[src/rtl/lsu_access_ctrl.sv]
// rtl/lsu_access_ctrl.sv - byte-addressed load/store to doubleword memory access controller
module lsu_access_ctrl #(
    parameter int XLEN  = 64,
    parameter int DEPTH = 32
) (
    input  logic            clk,
    input  logic            rst_n,
    input  logic            req_valid,
    output logic            req_ready,
    input  logic            req_store,
    input  logic [1:0]      req_size,
    input  logic            req_unsigned,
    input  logic [XLEN-1:0] req_addr,
    input  logic [XLEN-1:0] req_wdata,
    output logic            resp_valid,
    input  logic            resp_ready,
    output logic [XLEN-1:0] resp_rdata,
    output logic            resp_err,
    output logic [XLEN-1:0] mem_addr,
    output logic [XLEN-1:0] mem_wdata,
    output logic            mem_write,
    output logic            mem_read,
    input  logic [XLEN-1:0] mem_rdata
);

    typedef enum logic [2:0] {IDLE, RD, RMW_RD, WR, RESP} state_t;

    state_t          state_q, state_d;
    logic [1:0]      size_q, size_d;
    logic            uns_q, uns_d;
    logic            err_q, err_d;
    logic [XLEN-1:0] addr_q, addr_d;
    logic [XLEN-1:0] wdata_q, wdata_d;
    logic [XLEN-1:0] merged_q, merged_d;
    logic [XLEN-1:0] rdata_q, rdata_d;

    logic            accept;
    logic            misaligned;
    logic            out_of_range;
    logic [5:0]      shamt;
    logic [XLEN-1:0] lanes;
    logic [XLEN-1:0] ext;
    logic [XLEN-1:0] size_mask;
    logic [XLEN-1:0] lane_mask;

    assign req_ready = (state_q == IDLE) && rst_n;
    assign accept    = req_valid && req_ready;

    always_comb begin
        misaligned = 1'b0;
        case (req_size)
            2'b01:   misaligned = req_addr[0];
            2'b10:   misaligned = |req_addr[1:0];
            2'b11:   misaligned = |req_addr[2:0];
            default: misaligned = 1'b0;
        endcase
    end

    assign out_of_range = (req_addr >> 3) >= XLEN'(DEPTH);

    // Byte lane offset within the doubleword, little-endian
    assign shamt = {addr_q[2:0], 3'b000};
    assign lanes = mem_rdata >> shamt;

    always_comb begin
        ext       = lanes;
        size_mask = '1;
        case (size_q)
            2'b00: begin
                ext       = uns_q ? {{(XLEN-8){1'b0}}, lanes[7:0]}
                                  : {{(XLEN-8){lanes[7]}}, lanes[7:0]};
                size_mask = {{(XLEN-8){1'b0}}, 8'hFF};
            end
            2'b01: begin
                ext       = uns_q ? {{(XLEN-16){1'b0}}, lanes[15:0]}
                                  : {{(XLEN-16){lanes[15]}}, lanes[15:0]};
                size_mask = {{(XLEN-16){1'b0}}, 16'hFFFF};
            end
            2'b10: begin
                ext       = uns_q ? {{(XLEN-32){1'b0}}, lanes[31:0]}
                                  : {{(XLEN-32){lanes[31]}}, lanes[31:0]};
                size_mask = {{(XLEN-32){1'b0}}, 32'hFFFF_FFFF};
            end
            default: begin
                ext       = lanes;
                size_mask = '1;
            end
        endcase
    end

    assign lane_mask = size_mask << shamt;

    always_comb begin
        state_d  = state_q;
        size_d   = size_q;
        uns_d    = uns_q;
        err_d    = err_q;
        addr_d   = addr_q;
        wdata_d  = wdata_q;
        merged_d = merged_q;
        rdata_d  = rdata_q;
        case (state_q)
            IDLE: begin
                if (accept) begin
                    size_d   = req_size;
                    uns_d    = req_unsigned;
                    addr_d   = req_addr;
                    wdata_d  = req_wdata;
                    merged_d = req_wdata;
                    rdata_d  = '0;
                    err_d    = misaligned || out_of_range;
                    if (misaligned || out_of_range) state_d = RESP;
                    else if (!req_store)            state_d = RD;
                    else if (req_size == 2'b11)     state_d = WR;
                    else                            state_d = RMW_RD;
                end
            end
            RD: begin
                rdata_d = ext;
                state_d = RESP;
            end
            RMW_RD: begin
                merged_d = (mem_rdata & ~lane_mask) | ((wdata_q << shamt) & lane_mask);
                state_d  = WR;
            end
            WR: begin
                rdata_d = '0;
                state_d = RESP;
            end
            RESP: begin
                if (resp_ready) begin
                    rdata_d = '0;
                    err_d   = 1'b0;
                    state_d = IDLE;
                end
            end
            default: state_d = IDLE;
        endcase
    end

    always_ff @(posedge clk) begin
        if (!rst_n) begin
            state_q  <= IDLE;
            size_q   <= '0;
            uns_q    <= 1'b0;
            err_q    <= 1'b0;
            addr_q   <= '0;
            wdata_q  <= '0;
            merged_q <= '0;
            rdata_q  <= '0;
        end else begin
            state_q  <= state_d;
            size_q   <= size_d;
            uns_q    <= uns_d;
            err_q    <= err_d;
            addr_q   <= addr_d;
            wdata_q  <= wdata_d;
            merged_q <= merged_d;
            rdata_q  <= rdata_d;
        end
    end

    assign resp_valid = (state_q == RESP);
    assign resp_rdata = rdata_q;
    assign resp_err   = err_q;
    assign mem_read   = (state_q == RD) || (state_q == RMW_RD);
    // Gated by rst_n so that a reset landing on the WR cycle cancels the write
    assign mem_write  = (state_q == WR) && rst_n;
    assign mem_wdata  = (state_q == WR) ? merged_q : '0;
    assign mem_addr   = (state_q == IDLE) ? '0 : {3'b000, addr_q[XLEN-1:3]};

endmodule

[config.mk]
export PLATFORM = sky130hd
export DESIGN_NAME = lsu_access_ctrl
export DESIGN_NICKNAME = d
export VERILOG_FILES = /design/src/rtl/lsu_access_ctrl.sv
export SDC_FILE = /design/constraint.sdc
export NUM_CORES = 1
export LEC_CHECK = 0
export ABC_AREA = 1
export CAP_MARGIN = 40
export CORE_UTILIZATION = 53
export DETAILED_ROUTE_END_ITERATION = 8
export PLACE_DENSITY = 0.86
export SYNTH_ARGS = -nofsm -noshare
export SYNTH_HDL_FRONTEND = slang
export SYNTH_SLANG_ARGS = --single-unit
export TNS_END_PERCENT = 100
[constraint.sdc]
create_clock -name clk -period 2.55 [get_ports clk]
set_input_delay 0.255 -clock clk [delete_from_list [all_inputs] [get_ports clk]]
set_output_delay 0.255 -clock clk [all_outputs]
set_load 0.005 [all_outputs]
==> results of run 1 <==
## metrics by stage
step	power (mW)	TNS (ps)	utilization [%]
after global routing	11.62	-3.761	73.97
final	11.31	0	73.97
after CTS	11.18	-14.28	73.54
after detailed placement	6.709	0	69.67
after floorplan	5.736	0	-
after global placement	6.675	0	69.67
## kinds of logic (layout without fill, tap and decap cells)
| kind of cell | count (synthesis) | after routing | share of synthesized area, % |
|---|---|---|---|
| and+or+nand+nor | 1084 | 1084 | 29.21 |
| DFF | 263 | 263 | 35.50 |
| buffers and inverters | 401 | 730 | 11.38 |
| muxes | 2 | 2 | 0.1350 |
| other | 1 | 7 | 0.02529 |
| AOI/OAI and AO/OA | 662 | 662 | 23.74 |
## registers in the layout, summed over array words and instances (netlist names)
register,flops
uns_q,1
addr_q,64
state_q,3
wdata_q,64
resp_rdata,64
merged_q,64
size_q,2
resp_err,1
## timing repair
item	4_1_cts	5_1_grt
setup buffers	0	4
pin swaps	0	2
cloned	0	1
resized for setup	5	15
setup endpoints to repair	56	113
## layout make-up
type / count / area [um^2] / share of cell area, %
antenna: 4 / 10.01 / 0.04979
clock buffer: 39 / 833.3 / 4.145
clock inverter: 15 / 202.7 / 1.008
inverter: 223 / 845.8 / 4.208
multi-input combinational: 1751 / 7950 / 39.55
sequential: 263 / 5278 / 26.25
tap: 372 / 465.4 / 2.315
timing repair buffer: 453 / 4517 / 22.47
## power breakdown
| group | switching (mW) | total [mW] | internal (mW) |
|---|---|---|---|
| clock | 1.86 | 4.57 | 2.71 |
| sequential | 0.102 | 4.38 | 4.28 |
| combinational | 1.51 | 2.35 | 0.841 |
| total | 3.48 | 11.3 | 7.83 |
## worst min path at each step
stage,start,endpoint,slack (ps)
after CTS,req_addr[40],addr_q[40]$_SDFFE_PN0P_,260
after floorplan,mem_rdata[39],merged_q[39]$_SDFFE_PN0P_,400
after global placement,addr_q[32]$_SDFFE_PN0P_,addr_q[32]$_SDFFE_PN0P_,440
after detailed placement,addr_q[45]$_SDFFE_PN0P_,addr_q[45]$_SDFFE_PN0P_,450
after global routing,req_wdata[5],wdata_q[5]$_SDFFE_PN0P_,290
final,req_addr[40],addr_q[40]$_SDFFE_PN0P_,260
## routing by layer
| metal | up-vias | track usage [%] |
|---|---|---|
| met1 | 8308 | 54.52 |
| met5 | - | 0 |
| met4 | 0 | 25.03 |
| met2 | 1310 | 70.82 |
| met3 | 249 | 7.696 |
| li1 | 8427 | - |
## layout by cell type, fill, tap and decap left out, types with 4 or more instances in the layout
master	count
a21oi_1	310
a31oi_1	16
buf_12	7
buf_4	51
bufinv_16	4
clkbuf_16	30
clkbuf_8	7
clkdlybuf4s50_1	387
clkinv_2	7
dfxtp_1	257
dfxtp_2	4
diode_2	4
dlymetal6s2s_1	5
inv_1	207
inv_2	10
nand2_1	689
nand2_2	4
nand3_1	113
nand4_1	6
nor2_1	239
nor2_2	4
nor2_4	6
nor3_1	8
o211ai_1	49
o21a_1	10
o21ai_0	231
o21ai_1	30
o21bai_1	7
or2_2	6
## worst min-delay path, cell delays in order
cell and delay (ps):
clkdlybuf4s50_1 390, inv_1 60, o21ai_0 70
==> results.md, run 1 <==
* Slowest cell delay on critical path at 550 ps
* Mapped Cells at 2,413
* Input/output buffers at 393
* DP Area at 0.01893 mm^2
* Peak VDD IR at 0.4920 mV
* First-pass GRT wire length at 96,570 um
* Cell family with most CP delay: buffers and inverters
* M1 WL at 24,670 um
* I/O pins at 397
* Final Hold Slack at 264.1 ps
* Post-synthesis sequential area ratio at 35.50%
* Die W at 169.3 um
* Prevailing post-synth register cell: dfxtp_1
* Drt wl/cell at 20.92 um
* Critical path arrival at 2270 ps
* DR iter-0 viols at 2,705
* Met2 WL post-DR at 29,170 um
* Post-synth EDFFs at 0
* CP Buf/Inv Count at 3
* Worst Path Max Fanout at 63
* Vias per cell at 5.863
* Die height at 169.3 um
* Die area at 0.02865 mm^2
* Worst path depth at 6
* Fmax at 395.3 MHz
* Number of fill cells in the layout at 2,095
* # clock sinks at 263
* Reg2Reg Setup Slack at 340 ps
* Total CTS buffers at 29
* Min Tclk post-route at 2530 ps
* R2R depth at 10
* CP max stage cell: clkdlybuf4s50_1
* Vias at 18,290
* P per Cell Area at 562.5 mW/mm^2
* Worst setup margin at 20.17 ps
* Max-slew violations at 0
* Core area at 0.02718 mm^2
* FF+latch count, synth at 263
* Worst hold path class: input pin to flop
* Critical Path Source: state_q[1]$_SDFFE_PN0P_
* Layout area overhead at 35.56%
* Top-count cell post-synth: nand2_1
* Synth area leader: dfxtp_1
* Top cells by area, synth: dfxtp_1, nand2_1, a21oi_1, o21ai_0, nor2_1
* Period utilization at 99.21%
* Commonest cells in the netlist: nand2_1, a21oi_1, dfxtp_1
* Hold buffers post-CTS at 0
* Setup Slack @ Placement at 288.6 ps
* Crit Path Class: flop to primary output
* CTS tree: built
* Finish-stage setup viols at 0
* Nature of the critical path endpoint: primary output
* Worst setup path endpoint: mem_addr[60]
* Status: complete, no violations
* Final Cell Area at 0.02010 mm^2
* Max layer used: met4
* CP Launch Type: flop
* Reg-to-reg startpoint: addr_q[0]$_SDFFE_PN0P_
* Layout cells sized above 1 at 5.831%
* DR WL met3 at 7072 um
* Crit-path cells: nor2_4, nand2_2, inv_2, buf_12, nor2_1, clkdlybuf4s50_1
* Mean Syn Cell Area at 6.146 um^2
* Routed Antenna Nets at 0
* Root Buffer: clkbuf_16
* RSZ-0062 raised after global routing: yes
* Final hold viol count at 0
* # DRC at 0
* Worst-Skew Late Latency at 580 ps
* Routability-driven placement congestion ratio at 1.029
* Maxcap violations at 0
* Detailed Route WL at 65,280 um
* Placed Cells at 3,057
* Largest net degree at the start of global routing at 115
* GRT Total Usage at 43.62%
* Hold depth at 3
* TritonRoute pass-1 iters at 8
* Row count at 60
* Synthesis warning total at 0
* Synthesized area at 0.01483 mm^2
* Data required, critical path at 2300 ps
* H-tree depth at 1
* Final nets at 2,921
* Initial core utilization at 54.57%
* Synth top area share at 35.50%
* Initial antenna violation count at 4
* FF-to-FF End: resp_rdata[33]$_SDFFE_PN0P_
* Vias in the first global route at 17,080
* Synth unique cells at 38
* Clock Path Buffers at 3
* Worst clock skew at 14.23 ps
* Relative slew slack at 47.50%
* Worst slew pin tran at 779.2 ps
* Leak at 7.793 nW
* Post-route insts no fill at 3,120
* Grt total ovfl at 0
* Post-DP HPWL at 47,330 um
* Clock transition at path regs at 70 ps
* Asr flop ratio synth at 0%
Power figures use the tool's default switching activity.
==> run 2: changes to the inputs <==
- CORE_UTILIZATION: 53 -> 50
- CTS_CLUSTER_DIAMETER: unset -> 120
- PLACE_DENSITY: 0.86 -> 0.82
- REMOVE_ABC_BUFFERS: unset -> 1
==> run 2 against run 1 <==
Hold slack gained 7.3 ps. Final area down 0.62%. Worst setup slack better by 63 ps. Global-route usage fell by 5.8 points. Critical path depth unchanged. Sequential power barely moved. Clock skew is 5.0 ps higher. Core utilization decreased by 4.9 points. Maximum frequency is 2.6% higher. Largest cell class unchanged. Via count shrank 3.2%. Register-to-register slack barely moved. Sequential share of layout area rose by 0.14 points.
==> results.md, run 2 (synthesis gave the netlist of run 1 again) <==
* Max-slew violations at 0 (unchanged)
* Final hold viol count at 0 (unchanged)
* Total CTS buffers at 29 (unchanged)
* Power, Total at 10.97 mW (was 11.31 mW)
* Worst setup margin at 83.08 ps (was 20.17 ps)
* Post-DP HPWL at 41,460 um (was 47,330 um)
* Reg-to-reg startpoint: state_q[1]$_SDFFE_PN0P_ (was addr_q[0]$_SDFFE_PN0P_)
* Routability-driven placement congestion ratio at 0.9434 (was 1.029)
* Detailed Route WL at 59,590 um (was 65,280 um)
* Relative slew slack at 44.06% (was 47.50%)
* Setup Slack @ Placement at 348.2 ps (was 288.6 ps)
* Finish-stage setup viols at 0 (unchanged)
* Crit Path Class: flop to primary output (unchanged)
* Hold depth at 3 (unchanged)
* Worst hold path class: input pin to flop (unchanged)
* Net Sw Frac at 30.04% (was 30.74%)
* Most common cell after layout, fill and taps aside: nand2_1 (unchanged)
* Layout area overhead at 34.72% (was 35.56%)
* TritonRoute pass-1 iters at 6 (was 8)
* Commonest cells after routing, fill and taps aside: nand2_1, clkdlybuf4s50_1, a21oi_1 (unchanged)
* Peak VDD IR at 0.4977 mV (was 0.4920 mV)
* Critical path arrival at 2210 ps (was 2270 ps)
* Worst-Skew Late Latency at 560 ps (was 580 ps)
* Gate power share at 20.6% (was 20.8%)
* Crit-path cells: nor2_4, nand2_2, inv_2, buf_12, nor2_1, clkdlybuf4s50_1 (unchanged)
* Die height at 174.2 um (was 169.3 um)
* Period utilization at 96.74% (was 99.21%)
* Worst hold path endpoint: wdata_q[7]$_SDFFE_PN0P_ (was addr_q[40]$_SDFFE_PN0P_)
* Hold Crit Start: req_wdata[7] (was req_addr[40])
* R2R depth at 9 (was 10)
* Final Cell Area at 0.01998 mm^2 (was 0.02010 mm^2)
* Min Tclk post-route at 2467 ps (was 2530 ps)
* Drt wl/cell at 19.07 um (was 20.92 um)
* Clock transition at path regs at 60 ps (was 70 ps)
* DR iter-0 viols at 2,031 (was 2,705)
* # DRC at 0 (unchanged)
* Status: complete, no violations (unchanged)
* Final Hold Slack at 271.3 ps (was 264.1 ps)
* CP Launch Type: flop (unchanged)
* Postcts setup bufs at 0 (unchanged)
* Vias at 17,710 (was 18,290)
* Sum Neg Setup Slack at 0 ps (unchanged)
* FF-to-FF End: resp_rdata[37]$_SDFFE_PN0P_ (was resp_rdata[33]$_SDFFE_PN0P_)
* Leak at 7.624 nW (was 7.793 nW)
* Input/output buffers at 393 (unchanged)
* Reg2Reg Setup Slack at 350 ps (was 340 ps)
* I/O pins at 397 (unchanged)
* First-pass GRT wire length at 90,970 um (was 96,570 um)
* Reg power frac at 39.8% (was 38.8%)
* CP max stage cell: clkdlybuf4s50_1 (unchanged)
* Worst clock skew at 19.19 ps (was 14.23 ps)
* Die W at 174.2 um (was 169.3 um)
* Hold buffers post-CTS at 0 (unchanged)
* Maxcap violations at 0 (unchanged)
* Vias in the first global route at 16,820 (was 17,080)
* Slowest cell delay on critical path at 520 ps (was 550 ps)
* Placed Cells at 3,069 (was 3,057)
* Nature of the critical path endpoint: primary output (unchanged)
* Largest net degree at the start of global routing at 143 (was 115)
* Net Sw Power at 3.295 mW (was 3.476 mW)
* P per Cell Area at 549.0 mW/mm^2 (was 562.5 mW/mm^2)
* # clock sinks at 263 (unchanged)
* Vias per cell at 5.668 (was 5.863)
* Clock Path Buffers at 3 (unchanged)
* Initial core utilization at 51.25% (was 54.57%)
* Final nets at 2,917 (was 2,921)
* Layout cells sized above 1 at 5.554% (was 5.831%)
* Post-route insts no fill at 3,124 (was 3,120)
* Routed Antenna Nets at 0 (unchanged)
* Root Buffer: clkbuf_16 (unchanged)
* Int Pwr at 7.673 mW (was 7.832 mW)
* H-tree depth at 1 (unchanged)
* DP Area at 0.01894 mm^2 (was 0.01893 mm^2)
* Core area at 0.02894 mm^2 (was 0.02718 mm^2)
* Worst Path Max Fanout at 32 (was 63)
* Die area at 0.03035 mm^2 (was 0.02865 mm^2)
* Initial antenna violation count at 3 (was 4)
* Row count at 62 (was 60)
* Worst slew pin tran at 839.1 ps (was 779.2 ps)
* Grt total ovfl at 0 (unchanged)
* Clock network power share at 39.6% (was 40.4%)
* Core Util, Final at 69.04% (was 73.97%)
* Data required, critical path at 2300 ps (about the same)
* Fmax at 405.4 MHz (was 395.3 MHz)
* GRT Total Usage at 37.85% (was 43.62%)
* CTS tree: built (unchanged)
==> run 2: cell types whose count changed in the layout (fill, tap and decap cells not counted), moves of 4 or more <==
cell	delta
buf_4	-5
clkdlybuf4s50_1	+5
dlymetal6s2s_1	-5
nor2_1	-4
==> run 2: how the worst max path moves through the flow <==
stage / slack, ps / cells past startpoint / to / start
4_1_cts: -30 / 6 / mem_wdata[28] / state_q[0]$_SDFFE_PN0P_
3_5_place_dp: 350 / 7 / resp_rdata[37]$_SDFFE_PN0P_ / req_valid
6_report: 80 / 6 / mem_addr[28] / state_q[1]$_SDFFE_PN0P_
2_1_floorplan: -2940 / 9 / resp_rdata[32]$_SDFFE_PN0P_ / addr_q[0]$_SDFFE_PN0P_
5_1_grt: -6 / 6 / mem_wdata[36] / state_q[0]$_SDFFE_PN0P_
3_3_place_gp: 350 / 6 / merged_q[47]$_SDFFE_PN0P_ / addr_q[1]$_SDFFE_PN0P_
==> run 2: worst max-delay path: cells and delay by family (launching register included) <==
family | cells | cell delay, ps
buf+inv | 3 | 800
simple gates | 3 | 350
flops | 1 | 490
==> run 2: cell type report <==
type                            instances  area [um^2]
Tap cell                              384        480.5
Clock inverter                         11        140.1
Antenna cell                            3        7.507
Fill cell                            2590         8957
Inverter                              223        844.6
Sequential cell                       263         5273
Multi-Input combinational cell       1751         7951
Clock buffer                           40        828.3
Timing Repair Buffer                  449         4453
==> run 2: power groups by stage <==
stage	clock, mW	combinational (mW)	sequential, mW
global placement	0	2.16	4.44
CTS	4.35	2.20	4.36
detailed placement	0	2.18	4.45
finish	4.34	2.26	4.36
global route	4.52	2.46	4.38
floorplan	0	1.12	4.48
==> run 2: timing repair <==
item,4_1_cts,5_1_grt
pin swaps,0,0
cloned,0,1
gates resized for setup,5,8
endpoints found under the setup margin,35,97
==> run 2: layer usage <==
layer / up-vias / global-route usage, % / wire length [um]
li1: 8403 / - / -
met1: 8095 / 45.84 / 22760
met2: 1007 / 63.56 / 27740
met3: 202 / 7.699 / 5841
met4: 0 / 18.90 / 3246
met5: - / 0 / 0
